## src/rtl/timer_counter.sv

```systemverilog
// timer_counter: memory-mapped programmable down-counter with interrupt.
// Three word registers sit at BASE_ADDR: CTRL (+0), PRESET (+4) and
// COUNT (+8, read-only). Offset +C is reserved. On expiry the counter
// raises irq_flag. In one-shot mode the flag is held until a CTRL write
// acknowledges it. In periodic mode it is a single-cycle pulse and the
// counter reloads itself from PRESET.
module timer_counter #(
  parameter logic [31:0] BASE_ADDR = 32'h0000_7F00
) (
  input  logic        clk,
  input  logic        reset,
  input  logic [31:0] addr,
  input  logic        we,
  input  logic [31:0] din,
  output logic [31:0] dout,
  output logic        irq
);

  typedef enum logic [1:0] {
    ST_IDLE = 2'd0,
    ST_LOAD = 2'd1,
    ST_CNT  = 2'd2,
    ST_INT  = 2'd3
  } state_e;

  state_e      state_q, state_d;
  logic        en_q, en_d;
  logic [1:0]  mode_q, mode_d;
  logic        im_q, im_d;
  logic [31:0] preset_q, preset_d;
  logic [31:0] count_q, count_d;
  logic        irq_flag_q, irq_flag_d;

  logic        hit;
  logic        wen;
  logic        ctrl_wen;
  logic        preset_wen;
  logic [1:0]  unused_addr_bits;

  // Byte-lane bits are irrelevant for whole-word registers.
  assign unused_addr_bits = addr[1:0];

  // Address decode: only the upper 28 bits select the device.
  always_comb begin
    hit        = (addr[31:4] == BASE_ADDR[31:4]);
    wen        = we & hit;
    ctrl_wen   = wen & (addr[3:2] == 2'd0);
    preset_wen = wen & (addr[3:2] == 2'd1);
  end

  // Next-state logic. The FSM runs first. Bus writes are applied afterwards,
  // so a CTRL write wins over the FSM's own EN/irq_flag updates in the same
  // cycle, while the state transition itself still happens.
  always_comb begin
    state_d    = state_q;
    en_d       = en_q;
    mode_d     = mode_q;
    im_d       = im_q;
    preset_d   = preset_q;
    count_d    = count_q;
    irq_flag_d = irq_flag_q;

    case (state_q)
      ST_IDLE: begin
        if (en_q) state_d = ST_LOAD;
      end
      ST_LOAD: begin
        // Samples the registered PRESET, so a write landing now is not seen.
        count_d = preset_q;
        state_d = ST_CNT;
      end
      ST_CNT: begin
        if (!en_q) begin
          // Freeze COUNT; re-enabling reloads rather than resumes.
          state_d = ST_IDLE;
        end else if (count_q > 32'd1) begin
          count_d = count_q - 32'd1;
        end else begin
          count_d    = 32'd0;
          irq_flag_d = 1'b1;
          state_d    = ST_INT;
        end
      end
      ST_INT: begin
        // One-shot drops EN and holds the flag. Periodic drops the flag
        // and keeps EN, so IDLE immediately reloads.
        if (mode_q == 2'b00) en_d = 1'b0;
        else                 irq_flag_d = 1'b0;
        state_d = ST_IDLE;
      end
      default: state_d = ST_IDLE;
    endcase

    if (preset_wen) preset_d = din;

    if (ctrl_wen) begin
      en_d       = din[0];
      mode_d     = din[2:1];
      im_d       = din[3];
      irq_flag_d = 1'b0;
    end
  end

  // Register update with synchronous reset overriding any write or count.
  always_ff @(posedge clk) begin
    if (reset) begin
      state_q    <= ST_IDLE;
      en_q       <= 1'b0;
      mode_q     <= 2'b00;
      im_q       <= 1'b0;
      preset_q   <= 32'd0;
      count_q    <= 32'd0;
      irq_flag_q <= 1'b0;
    end else begin
      state_q    <= state_d;
      en_q       <= en_d;
      mode_q     <= mode_d;
      im_q       <= im_d;
      preset_q   <= preset_d;
      count_q    <= count_d;
      irq_flag_q <= irq_flag_d;
    end
  end

  // Read mux: selected by offset alone, regardless of device hit.
  always_comb begin
    dout = 32'd0;
    case (addr[3:2])
      2'd0:    dout = {28'd0, im_q, mode_q, en_q};
      2'd1:    dout = preset_q;
      2'd2:    dout = count_q;
      default: dout = 32'd0;
    endcase
  end

  assign irq = irq_flag_q & im_q;

endmodule
```

## config.mk

```make
export PLATFORM = sky130hd
export DESIGN_NAME = timer_counter
export DESIGN_NICKNAME = d
export VERILOG_FILES = /design/src/rtl/timer_counter.sv
export SDC_FILE = /design/constraint.sdc
export NUM_CORES = 1
export LEC_CHECK = 0
export CORE_ASPECT_RATIO = 1.2
export CORE_UTILIZATION = 30
export CTS_CLUSTER_SIZE = 12
export DETAILED_ROUTE_END_ITERATION = 12
export HOLD_SLACK_MARGIN = 0.02
export SYNTH_ARGS = -nofsm -noshare
export SYNTH_HDL_FRONTEND = slang
export SYNTH_SLANG_ARGS = --single-unit
```

## constraint.sdc

```tcl
create_clock -name clk -period 4.1 [get_ports clk]
set_clock_uncertainty 0.05 [all_clocks]
set_input_delay 0.615 -clock clk [delete_from_list [all_inputs] [get_ports clk]]
set_output_delay 0.615 -clock clk [all_outputs]
set_load 0.005 [all_outputs]
```

==> summary by stage <==
Finish
The commonest non-fill, non-tap cell in the layout is sky130_fd_sc_hd__clkdlybuf4s50_1. At the end of the flow, the number of nets in the layout was 657. The multi-input logic area is between 2000 and 2500 um^2. The sequential cells in the finished layout cover a total of around 1400 um^2.

The fraction of final layout cells with drive strength greater than 1 is around 6.8%. The cell area after layout is about 5500 um^2. The filler cell count in the final layout is 1363. In the layout the commonest cells are sky130_fd_sc_hd__clkdlybuf4s50_1 (96), sky130_fd_sc_hd__nor2_1 (76), sky130_fd_sc_hd__dfxtp_1 (71). The diode insertion count for antenna repair is 0.

After the flow finishes, the layout carries non-filler instances totaling 759. Cells fill between 40% and 50% of the core in the end. Relative to the synthesized area, the layout overhead comes to 34.1%.

Timing
Setup repair after global routing left no endpoint under its margin. The worst path meets setup with 0.851 ns of slack. On the final layout, the worst hold slack is approximately 0.45 ns. The shortest clock period the worst path allows after layout is ~3.2 ns. The number of setup violations in the final report is 0. For the final routed database, the setup TNS stands at 0 ns. Headroom to the max-slew limit came out at 34.3%.

Dividing the final minimum period by the clock period gives between 70% and 80%. The final hold violation count came to 0. The final-report max-slew violation count is 0. Derived from the worst setup path, the maximum achievable clock frequency is approximately 310 MHz. At the pin with the least slew margin, the transition time is 0.985 ns.

Setup path
The arrival time reported for the critical path endpoint is between 2 and 3 ns. For this design, the slowest cell found on the critical path is sky130_fd_sc_hd__clkdlybuf4s50_1. The type of the worst setup path is in -> out. The largest fanout on the critical path is 32. The type of element launching the critical path is an input port. The most frequent cell on the critical path is sky130_fd_sc_hd__clkdlybuf4s50_1. STA classifies the critical path endpoint as an output pin. The critical path goes through clkdlybuf4s50_1, nor2b_2, buf_4, nand2_1, o21ai_0, clkdlybuf4s50_1. The required time at the endpoint of the critical path is 3.43 ns. For this run, the slowest stage of the critical path takes approximately 0.66 ns.

Floorplanning
Once the floorplan was initialized, standard cells occupied 30.8% of the core. The vertical die dimension is ~130 um. The floorplan has 46 rows.

After floorplanning, the core was sized to cover 13200 um^2. The die covers ~14000 um^2. For this design the top-level I/O count stands at 100. The horizontal die dimension is roughly 110 um.

Logic synthesis
Synthesis handed over a netlist of between 500 and 600 instances. The mean post-synth cell area is 8.08 um^2. The number of enable flip-flop cells after synthesis is 0. The simple logic cell fraction of the synthesized area is 24.3%.

By area, the combinational part of the netlist is dominated by compound AO/OA/AOI/OAI gates. During synthesis, Yosys emitted a total of 0 warnings. Summing the sequential cell areas from Yosys gives a little over a third of the chip area. The flip-flop and latch count after synthesis is roughly 70.

After synthesis the cells add up to ~4000 um^2. Summing the areas of all compound-gate instances in the mapped netlist gives roughly 25% of the synthesized area. The synthesized netlist contains 50 unique library cells. After Yosys synthesis, full adders, half adders and majority gates account for less than 1% of the synthesized area.

The parity-gate share of the synthesized area counting xor and xnor cells is less than 1%. The net count after synthesis is between 500 and 600. For this run, asynchronously set or reset flops after synthesis account for 0%. The commonest register cell after synthesis is sky130_fd_sc_hd__dfxtp_1. Of the post-synthesis cell area, the part taken by muxes is 9.86%.

Power
The static leakage is roughly 1.9 nW. The largest voltage drop on the vdd net is between 150 and 200 uV. The total chip power is around 1.5 mW. The power per standard cell area is approximately 270 nW/um^2.

Clock network
The number of resized instances in the post-cts repair step is 0. The deepest clock path buffer count is 2. The TritonCTS clock tree is built. The hold buffer count at cts is 0. The deepest level of the CTS H-tree is 3. For this design, the sink count on the clock tree is 71. The tree is rooted in a sky130_fd_sc_hd__clkbuf_16. Counting the buffers created by CTS gives 9. After clock tree synthesis, the clock-pin slew on the worst setup and hold paths is ~0.050 ns. At the later pin of the worst-skew pair, clock insertion delay measures around 0.33 ns. The count of buffers added by post-CTS timing repair for setup is 0.

Global routing
The first global-routing pass estimated ~20000 um of wire. The total routing resource utilization after global routing is between 10% and 20%. For this run the aggregate overflow at the end of global routing stands at 0.

The via count of the first global-routing pass came to around 4100. The initial antenna violation count was 0. Entering global routing, the biggest net connects 50 pins.

Routing
The remaining antenna violation count is 0. The number of vias per cell is 5.54. The post-route DRC violation count is 0.

The initial DRC count is 238. The routed wire length is 12700 um. In the final routed layout, each cell accounts on average for approximately 17 um. The total via count after detailed routing is ~4200. The number of iterations in the first detailed-routing pass is 5.

Placed design
Once placement finished, the instance area stood at about 5200 um^2. The worst slack at placement is roughly 0.86 ns. The instance count after placement with tap cells included is between 700 and 800. The number of buffer cells added on primary ports is slightly below 100. The wire-length estimate of the detail-placed layout is 8730 um. Routability-driven placement finished with a final weighted congestion of ~0.88.

Status
The run finished with clean final reports.

Min path
The tightest min-delay check is of the reg -> reg type.

Job
The tool flagged a number of max-cap violations equal to 0.
sequential cells by signal (all words and copies together) (netlist names):
| name | count |
|---|---|
| count_q | 32 |
| preset_q | 32 |
| mode_q | 2 |
| state_q | 2 |
| en_q | 1 |
| im_q | 1 |
| irq_flag_q | 1 |
layout make-up:
class | count | area share (%)
Clock inverter | 1 | 0.0917
Sequential cell | 71 | 26.0
Clock buffer | 13 | 4.77
Multi-Input combinational cell | 386 | 44.8
Timing Repair Buffer | 110 | 19.7
Tap cell | 168 | 3.85
Inverter | 10 | 0.688
worst paths after layout:
path | end | slack [ns] | cells past startpoint | start
setup / recovery | dout[0] | 0.85 | 6 | addr[2]
hold reg to reg | state_q[0]$_SDFFE_PP0P_ | 0.45 | 2 | en_q$_SDFFE_PP0P_
setup reg to reg | count_q[15]$_SDFFE_PP0P_ | 1.34 | 8 | count_q[0]$_SDFFE_PP0P_
hold / removal | state_q[0]$_SDFFE_PP0P_ | 0.45 | 2 | en_q$_SDFFE_PP0P_
cells in the mapped netlist (2+ instances only):
cell type	n	area, um^2
sky130_fd_sc_hd__nor3_1	13	65.1
sky130_fd_sc_hd__nand2b_1	4	25.0
sky130_fd_sc_hd__a31oi_1	2	12.5
sky130_fd_sc_hd__a22o_1	28	245
sky130_fd_sc_hd__a21bo_2	2	20.0
sky130_fd_sc_hd__o31ai_1	6	45.0
sky130_fd_sc_hd__o21ai_0	39	195
sky130_fd_sc_hd__and2_1	2	12.5
sky130_fd_sc_hd__dfxtp_1	71	1420
sky130_fd_sc_hd__nand4b_1	2	17.5
sky130_fd_sc_hd__nand2_1	36	135
sky130_fd_sc_hd__mux2i_1	39	390
sky130_fd_sc_hd__o41ai_1	4	35.0
sky130_fd_sc_hd__nand3_1	11	55.1
sky130_fd_sc_hd__clkbuf_1	29	109
sky130_fd_sc_hd__a311oi_1	2	17.5
sky130_fd_sc_hd__ha_1	2	25.0
sky130_fd_sc_hd__or4_1	6	45.0
sky130_fd_sc_hd__nand4_1	5	31.3
sky130_fd_sc_hd__a21oi_1	20	100
sky130_fd_sc_hd__o31a_1	5	43.8
sky130_fd_sc_hd__or2_2	4	25.0
sky130_fd_sc_hd__nor2b_1	3	18.8
sky130_fd_sc_hd__nor2_1	76	285
sky130_fd_sc_hd__a211oi_1	20	150
sky130_fd_sc_hd__buf_6	4	45.0
sky130_fd_sc_hd__nor4_1	16	100
sky130_fd_sc_hd__buf_1	3	11.3
sky130_fd_sc_hd__and3_1	3	18.8
sky130_fd_sc_hd__a221oi_1	5	43.8
sky130_fd_sc_hd__inv_1	10	37.5
sky130_fd_sc_hd__or3_1	6	37.5
sky130_fd_sc_hd__a2111oi_0	8	70.1
sky130_fd_sc_hd__nor4b_1	2	17.5
layer usage:
layer	vias to the layer above	wire [um]	track usage, %
met3	19	714	3.42
met2	135	5950	30.8
met5	-	0	0
met1	1994	5760	23.6
li1	2057	-	-
met4	0	261	7.00
critical path: cells and delay by family:
kind,cells,cell delay (ns)
buffers and inverters,3,1.56
and+or+nand+nor,2,0.29
AOI/OAI and AO/OA,1,0.12
where the power goes:
part	leakage, nW	internal, mW	switching, mW
registers	0.571	0.690	0.000000000432
clock network	0.132	0.435	0.277
logic	1.22	0.0595	0.0346
kinds of logic after synthesis:
logic type               Yosys count
AO/OA/AOI/OAI                    145
multiplexers                      40
flip-flops                        71
adder cells (fa/ha/maj)            2
buffers and inverters             47
XOR/XNOR                           1
AND/OR/NAND/NOR                  198
Power figures use the tool's default switching activity.
